<file path="src/rtl/standoff_referee.sv">
// Round referee for a quick-draw duel: arbitrates fouls, first shot, ties and timeouts
// after a roundtime toggle, keeps per-player scores and declares the match winner.
//
// state  | meaning
// IDLE   | after reset, waiting for the first start press
// ARMED  | round armed, waiting for the draw; any shot here is a foul
// DRAW   | draw given, timing reactions until a shot or the timeout
// RESULT | round decided, result held for HOLD_CYCLES
// OVER   | a player reached WIN_SCORE, waiting for start
module standoff_referee #(
    parameter int WIN_SCORE      = 3,
    parameter int TIMEOUT_CYCLES = 150_000_000,
    parameter int HOLD_CYCLES    = 100_000_000,
    parameter int CNT_W          = 28
) (
    input  logic             clk,
    input  logic             reset,
    input  logic             pause,
    input  logic             start,
    input  logic             roundtime,
    input  logic             p1_fire,
    input  logic             p2_fire,
    output logic             draw_led,
    output logic [1:0]       winner,
    output logic             result_valid,
    output logic [CNT_W-1:0] reaction_cycles,
    output logic [3:0]       p1_score,
    output logic [3:0]       p2_score,
    output logic             game_over
);

    typedef enum logic [2:0] {IDLE, ARMED, DRAW, RESULT, OVER} state_t;

    localparam logic [CNT_W-1:0] TIMEOUT_LAST = CNT_W'(TIMEOUT_CYCLES - 1);
    localparam logic [CNT_W-1:0] HOLD_LAST    = CNT_W'(HOLD_CYCLES - 1);
    localparam logic [3:0]       WIN          = 4'(WIN_SCORE);

    state_t           state, state_n;
    logic [CNT_W-1:0] cnt, cnt_n, reaction_n;
    logic [1:0]       winner_n;
    logic [3:0]       p1s_n, p2s_n;
    logic             enter_result;
    logic             start_q, p1_q, p2_q, rt_q;
    logic             start_rise, p1_rise, p2_rise, draw_evt;

    always_comb begin
        // Edges that arrive while paused are dropped, not deferred.
        start_rise   = start & ~start_q & ~pause;
        p1_rise      = p1_fire & ~p1_q & ~pause;
        p2_rise      = p2_fire & ~p2_q & ~pause;
        draw_evt     = (roundtime ^ rt_q) & ~pause;
        state_n      = state;
        cnt_n        = cnt;
        winner_n     = winner;
        reaction_n   = reaction_cycles;
        p1s_n        = p1_score;
        p2s_n        = p2_score;
        enter_result = 1'b0;
        if (!pause) begin
            case (state)
                IDLE: if (start_rise) begin
                    state_n    = ARMED;
                    winner_n   = 2'b00;
                    reaction_n = '0;
                    p1s_n      = '0;
                    p2s_n      = '0;
                end
                ARMED: begin
                    if (p1_rise || p2_rise) begin
                        // A foul awards the round to the other player.
                        winner_n     = {p1_rise, p2_rise};
                        reaction_n   = '0;
                        state_n      = RESULT;
                        enter_result = 1'b1;
                    end else if (draw_evt) begin
                        state_n = DRAW;
                        cnt_n   = '0;
                    end
                end
                DRAW: begin
                    cnt_n = cnt + 1'b1;
                    if (p1_rise || p2_rise) begin
                        winner_n     = {p2_rise, p1_rise};
                        reaction_n   = cnt + 1'b1;
                        state_n      = RESULT;
                        enter_result = 1'b1;
                    end else if (cnt == TIMEOUT_LAST) begin
                        winner_n     = 2'b00;
                        reaction_n   = '0;
                        state_n      = RESULT;
                        enter_result = 1'b1;
                    end
                end
                RESULT: begin
                    if (cnt == HOLD_LAST) begin
                        cnt_n   = '0;
                        state_n = (p1_score == WIN || p2_score == WIN) ? OVER : ARMED;
                    end else begin
                        cnt_n = cnt + 1'b1;
                    end
                end
                OVER: if (start_rise) begin
                    state_n  = ARMED;
                    winner_n = 2'b00;
                    p1s_n    = '0;
                    p2s_n    = '0;
                end
                default: state_n = IDLE;
            endcase
            if (enter_result) begin
                cnt_n = '0;
                if (winner_n == 2'b01 && p1_score < WIN) p1s_n = p1_score + 4'd1;
                if (winner_n == 2'b10 && p2_score < WIN) p2s_n = p2_score + 4'd1;
            end
        end
    end

    always_ff @(posedge clk) begin
        start_q <= start;
        p1_q    <= p1_fire;
        p2_q    <= p2_fire;
        rt_q    <= roundtime;
        if (reset) begin
            state           <= IDLE;
            cnt             <= '0;
            draw_led        <= 1'b0;
            winner          <= 2'b00;
            result_valid    <= 1'b0;
            reaction_cycles <= '0;
            p1_score        <= '0;
            p2_score        <= '0;
            game_over       <= 1'b0;
        end else begin
            state           <= state_n;
            cnt             <= cnt_n;
            draw_led        <= (state_n == DRAW);
            winner          <= winner_n;
            result_valid    <= enter_result;
            reaction_cycles <= reaction_n;
            p1_score        <= p1s_n;
            p2_score        <= p2s_n;
            game_over       <= (state_n == OVER);
        end
    end

endmodule

</file>
<file path="config.mk">
export PLATFORM = sky130hd
export DESIGN_NAME = standoff_referee
export DESIGN_NICKNAME = d
export VERILOG_FILES = /design/src/rtl/standoff_referee.sv
export SDC_FILE = /design/constraint.sdc
export NUM_CORES = 1
export LEC_CHECK = 0
export CORE_ASPECT_RATIO = 1.1
export CORE_MARGIN = 4
export CORE_UTILIZATION = 25
export CTS_CLUSTER_SIZE = 8
export DETAILED_ROUTE_END_ITERATION = 8
export GPL_TIMING_DRIVEN = 0
export PLACE_DENSITY = 0.42
export SYNTH_ARGS = -nofsm -noshare
export SYNTH_HDL_FRONTEND = slang
export SYNTH_SLANG_ARGS = --single-unit
</file>
<file path="constraint.sdc">
create_clock -name clk -period 2.75 [get_ports clk]
set_input_delay 0.275 -clock clk [delete_from_list [all_inputs] [get_ports clk]]
set_output_delay 0.275 -clock clk [all_outputs]
set_load 0.1 [all_outputs]
</file>
Word-level counts from Yosys, hierarchy flattened
Index checks and enable logic that the tools add are counted.
{"block": "totals", "elab_cells": 96, "latchBits": 0, "mem_bits_rw": 0, "register_bits": 76, "n_memories": 0, "rom_bits": 0}
{"block": "classes", "n_reduce_logical": 11, "n_mux": 38, "order_cmp": 2, "n_eq_ne": 17, "bitwise": 12, "n_shift": 0, "n_mul": 0, "addsub": 3, "div_mod_pow": 0}
{"operator": "two-way mux 28 bit", "count": 8}
{"operator": "case mux 28 bit (3 select lines)", "count": 2}
{"operator": "two-way mux 4 bit", "count": 8}
{"operator": "adder 28 x 1 -> 28 bit, second input constant", "count": 1}
{"operator": "== test 28 x 27 -> 1 bit, second input constant", "count": 1}
{"operator": "== test 28 bit, second input constant", "count": 1}
{"operator": "two-way mux 3 bit", "count": 8}
{"operator": "case mux 3 bit (4 select lines)", "count": 1}
{"operator": "two-way mux 2 bit", "count": 5}
{"operator": "== test 3 x 2 -> 1 bit, second input constant", "count": 3}
{"operator": "inequality test 3 bit, second input constant", "count": 3}
{"operator": "adder 4 x 1 -> 4 bit, second input constant", "count": 2}
{"operator": "== test 4 x 2 -> 1 bit, second input constant", "count": 2}
{"operator": "less-than comparator 4 x 2 -> 1 bit, second input constant", "count": 2}
{"operator": "bitwise AND 1 bit", "count": 7}
{"operator": "== test 3 bit, second input constant", "count": 2}
{"operator": "case mux 2 bit (3 select lines)", "count": 1}
{"operator": "AND reduction 5 bit", "count": 1}
{"operator": "two-way mux 1 bit", "count": 4}
{"operator": "inequality test 2 bit, second input constant", "count": 2}
{"operator": "inverter 1 bit", "count": 4}
{"operator": "AND reduction 4 bit", "count": 1}
{"operator": "nonzero test 4 bit", "count": 1}
{"operator": "OR reduction 2 bit", "count": 2}
{"operator": "other kinds (9)", "count": 11}

Depth between registers and ports, before layout
{"block": "logic_depth", "depth_word": 11, "depth_mapped": 9}

Worst setup path before layout
Ideal clock, no wire load.
{"block": "synth_timing", "kind": "register to register", "startpoint": "reg winner[1]", "endpoint": "reg p2_score[0]", "setup_time_ns": 0.123, "n_path_buf": 0, "path_slack_ns": 0.488, "path_stages_with_launch": 6, "t_required_ns": 2.627, "arrival_time_ns": 2.138, "cell_sequence": "dfxtp_1 > o311ai_1 > o2bb2ai_1 > o21ba_4 > nor4_4 > mux2_1"}
{"block": "synth_between", "elab_chain_len": 8, "word_cells_on_any_way": 10, "classes_between": "eq/ne (1); mux (8); reduce/logical (1)"}
{"element": "start: declaration", "line": "24", "text": "output logic [1:0] winner,"}
{"element": "start signal: assignment", "line": "137", "text": "winner <= winner_n;"}
{"element": "two-way mux 2 bit", "line": "87", "text": "end else if (cnt == TIMEOUT_LAST) begin"}
{"element": "two-way mux 2 bit", "line": "82", "text": "if (p1_rise || p2_rise) begin"}
{"element": "case mux 2 bit (3 select lines) *", "line": "60", "text": "case (state)"}
{"element": "two-way mux 2 bit *", "line": "59", "text": "if (!pause) begin"}
{"element": "== test 2 bit *", "line": "113", "text": "if (winner_n == 2'b10 && p2_score < WIN) p2s_n = p2_score + 4'd1;"}
{"element": "logical AND 1 bit *", "line": "113"}
{"element": "two-way mux 4 bit *", "line": "113"}
{"element": "two-way mux 4 bit *", "line": "110", "text": "if (enter_result) begin"}
{"element": "end signal: assignment", "line": "141", "text": "p2_score <= p2s_n;"}
{"element": "end: declaration", "line": "28", "text": "output logic [3:0] p2_score,"}
Mark *: on every way between the ends. The rest lies on a longest branch, timed or not. The select of a mux whose other input is x is not followed.
A chain may end at the register's enable or synchronous reset.

Worst setup path after layout
{"block": "layout_timing", "startpoint": "reg cnt[0]", "endpoint": "reg p2_score[0]"}
{"block": "layout_between", "elab_chain_len": 9, "word_cells_on_any_way": 13, "classes_between": "eq/ne (2); mux (10); reduce/logical (1)"}
{"element": "start: declaration", "line": "39", "text": "logic [CNT_W-1:0] cnt, cnt_n, reaction_n;"}
{"element": "start signal: assignment", "line": "135", "text": "cnt <= cnt_n;"}
{"element": "== test 28 bit *", "line": "87"}
{"element": "two-way mux 2 bit", "line": "87"}
{"element": "two-way mux 2 bit", "line": "82"}
{"element": "case mux 2 bit (3 select lines)", "line": "60"}
{"element": "two-way mux 2 bit", "line": "59"}
{"element": "== test 2 bit", "line": "113"}
{"element": "logical AND 1 bit", "line": "113"}
{"element": "two-way mux 4 bit", "line": "113"}
{"element": "two-way mux 4 bit *", "line": "110"}
Marks and branches as above.

==> out/results.ini <==
[status]
status=complete, no violations

[synthesis]
synth_warnings=0
synth.cell_area_um2=3820
yosysTopAreaCell=dfxtp_1
synth_top_area_frac=0.399
syn_inst=438
synthTopCellsByArea=dfxtp_1 (40%), a22oi_1 (6.7%), nor2_1 (5.4%)
dominantRegCellSynth=dfxtp_1
async_reset_ff_frac=0
synth_seq_area_share=0.399
ys_seq_elements=76
synth_edf_count=0
synth_cell_types=62
syn-num-nets=448
avgSynthCellArea_um2=8.71

[sta]
finClkSkew_ps=8.41
min_period_over_period=0.946
period_needed_ps=2600
rsz0062_at_grt=false
relSlewSlack=0.336
hold_violations=0
tightest_slew_ps=993
setup_viol=0
slew_violations=0
final.setup.worst_slack_ps=149
fmax_mhz=384
fin_tns_setup_ps=0

[grt]
track_usage=0.133
grt_max_degree=13
grt_pass1_vias=3303
antenna_found_initial=0
grt_remaining_overflow=0
grt_pass1_wl_mm=18.2

[drt]
vias=3462
wl_mm=11.5
vias_per_cell=4.95
wl_met1_mm=5.64
drc=0
wl_met2_mm=5.31
wl_met3_um=396
antenna_left=0
routed.top_layer=met4
drt_first_pass_iters=4
avgRoutedWirePerCell_um=16.4
drtIter0Drc=192

[setup_path]
regToRegStartpoint=cnt[0]$_SDFFE_PP0P_
cp.required_ps=2970
reg2regPathDepth=9
worstPathMaxFanout=7
r2r_slack_ps=150
crit_arrival_ps=2830
setup.worst_path.class=reg2reg
timing.rr.end=p2_score[0]$_SDFFE_PP0N_
cp-start-kind=register
cp-end-kind=register

[power]
power.density_cell_area_nw_per_um2=491
p_leak_nw=1.76
ir_drop_uv=213

[finish]
stdcell_area_um2=4860
antenna_cells=0
fin_nets=508
stdcell_count=699
drive_above_1_share=0.111
fillers=1587
layout_common_cells=dfxtp_1 (76), nor2_1 (55), clkdlybuf4s50_1 (46), nand2_1 (34), a22oi_1 (34)
final_common_cell=dfxtp_1
area_delta_synth_final_pct=27.4

[floorplanning]
start_util=0.254
ioPinCount=48
placementRows=47
die_h_um=138
core_area_um2=15000
die_w_um=126
die_area_um2=17300

[min_path]
hp-class=in2reg
holdPathEnd=start_q$_DFF_P_
hold_start=start
whs_path_depth=1

[placement]
io_buffer_count=46
place_ws_ps=-275
routabilityCongestion=0.820
place_area_um2=4520
hpwlAfterDp_mm=8.46
dp_cells=680

[cts]
cts_tree=done
cts-root-buf=clkbuf_16
cts.clk_slew.worst_paths_ps=60
clockBufferDepth=2
insertion_delay_ps=340
cts_made_buffers=9
clkSinkCount=76
htreeDepth=3

[run]
cap_viol_max_count=0

==> synth_stat cells, types with 5 or more instances <==
master / number
dfxtp_1: 76
nor2_1: 55
a22oi_1: 34
nand2_1: 34
a31oi_1: 20
a21oi_1: 19
xnor2_1: 17
and3_1: 16
buf_2: 15
nand3_1: 14
clkbuf_1: 12
nand4_1: 11
nor3_1: 11
xor2_1: 10
inv_1: 9
nand2b_1: 9
nor2b_1: 5
nor4_1: 5
==> state kept, by name, indices dropped and copies added (netlist names) <==
signal           flops
p1_q                 1
p1_score             4
rt_q                 1
result_valid         1
reaction_cycles     28
p2_score             4
state                3
start_q              1
draw_led             1
game_over            1
cnt                 28
p2_q                 1
winner               2
==> logic make-up after synthesis <==
group,synth area share
buffers and inverters,0.0472
AOI/OAI and AO/OA,0.195
adders and majority gates,0.00984
and+or+nand+nor,0.273
muxes,0.0138
DFF,0.399
xor gates and xnor gates,0.0620
==> worst max-delay path, cell delays in order, from the launching register on <==
cell and delay (ps):
dfxtp_1 440, ha_2 280, and3_1 170, buf_2 190
nand4_1 110, buf_4 170, nor4_4 280, nor2_2 130
nor4_4 370, mux2_1 350
==> metal layers <==
metal | vias to the layer above | global-route usage
li1 | 1722 | -
met1 | 1655 | 0.178
met5 | - | 0
met4 | 0 | 0.0477
met3 | 10 | 0.0279
met2 | 75 | 0.212
==> worst max-delay path by stage <==
stage | startpoint | end | slack (ps) | cells after the start
floorplan | winner[1]$_SDFFE_PP0N_ | p2_score[0]$_SDFFE_PP0N_ | 490 | 5
global placement | pause | cnt[2]$_SDFFE_PP0P_ | -290 | 8
detailed placement | pause | cnt[2]$_SDFFE_PP0P_ | -270 | 8
CTS | cnt[0]$_SDFFE_PP0P_ | p2_score[0]$_SDFFE_PP0N_ | -20 | 8
global route | cnt[0]$_SDFFE_PP0P_ | p2_score[0]$_SDFFE_PP0N_ | 20 | 9
finish | cnt[0]$_SDFFE_PP0P_ | p2_score[0]$_SDFFE_PP0N_ | 150 | 9
==> per-stage QoR <==
step | hold WS (ps) | utilization | power [mW]
6_report | 400 | 0.324 | 2.39
5_1_grt | 425 | 0.324 | 2.49
4_1_cts | 396 | 0.320 | 2.42
3_5_place_dp | 484 | 0.302 | 1.28
3_3_place_gp | 479 | 0.302 | 1.28
2_1_floorplan | 303 | - | 1.23
==> power by group <==
group,switching (mW),internal (mW),leakage (nW)
registers,0.00411,1.11,0.614
logic,0.106,0.0435,1.00
clock network,0.467,0.658,0.142
total,0.577,1.81,1.76
==> timing repair <==
item,CTS,global route
pin swaps,0,2
setup endpoints to repair,1,42
setup buffers,0,3
gates cloned,0,0
hold buffers,0,0
resized for setup,0,6
==> area by class of cell <==
type                    count  area, µm²  area share
inverters                   9       33.8     0.00695
flip-flops and latches     76       1520       0.313
repair buffers             49        483      0.0994
plain buffers              30        146      0.0301
clock buffers              12        256      0.0528
well taps                 196        245      0.0505
clock inverters             4       23.8     0.00489
multi-input cells         323       2150       0.442
(Power assumes the default switching activity.)
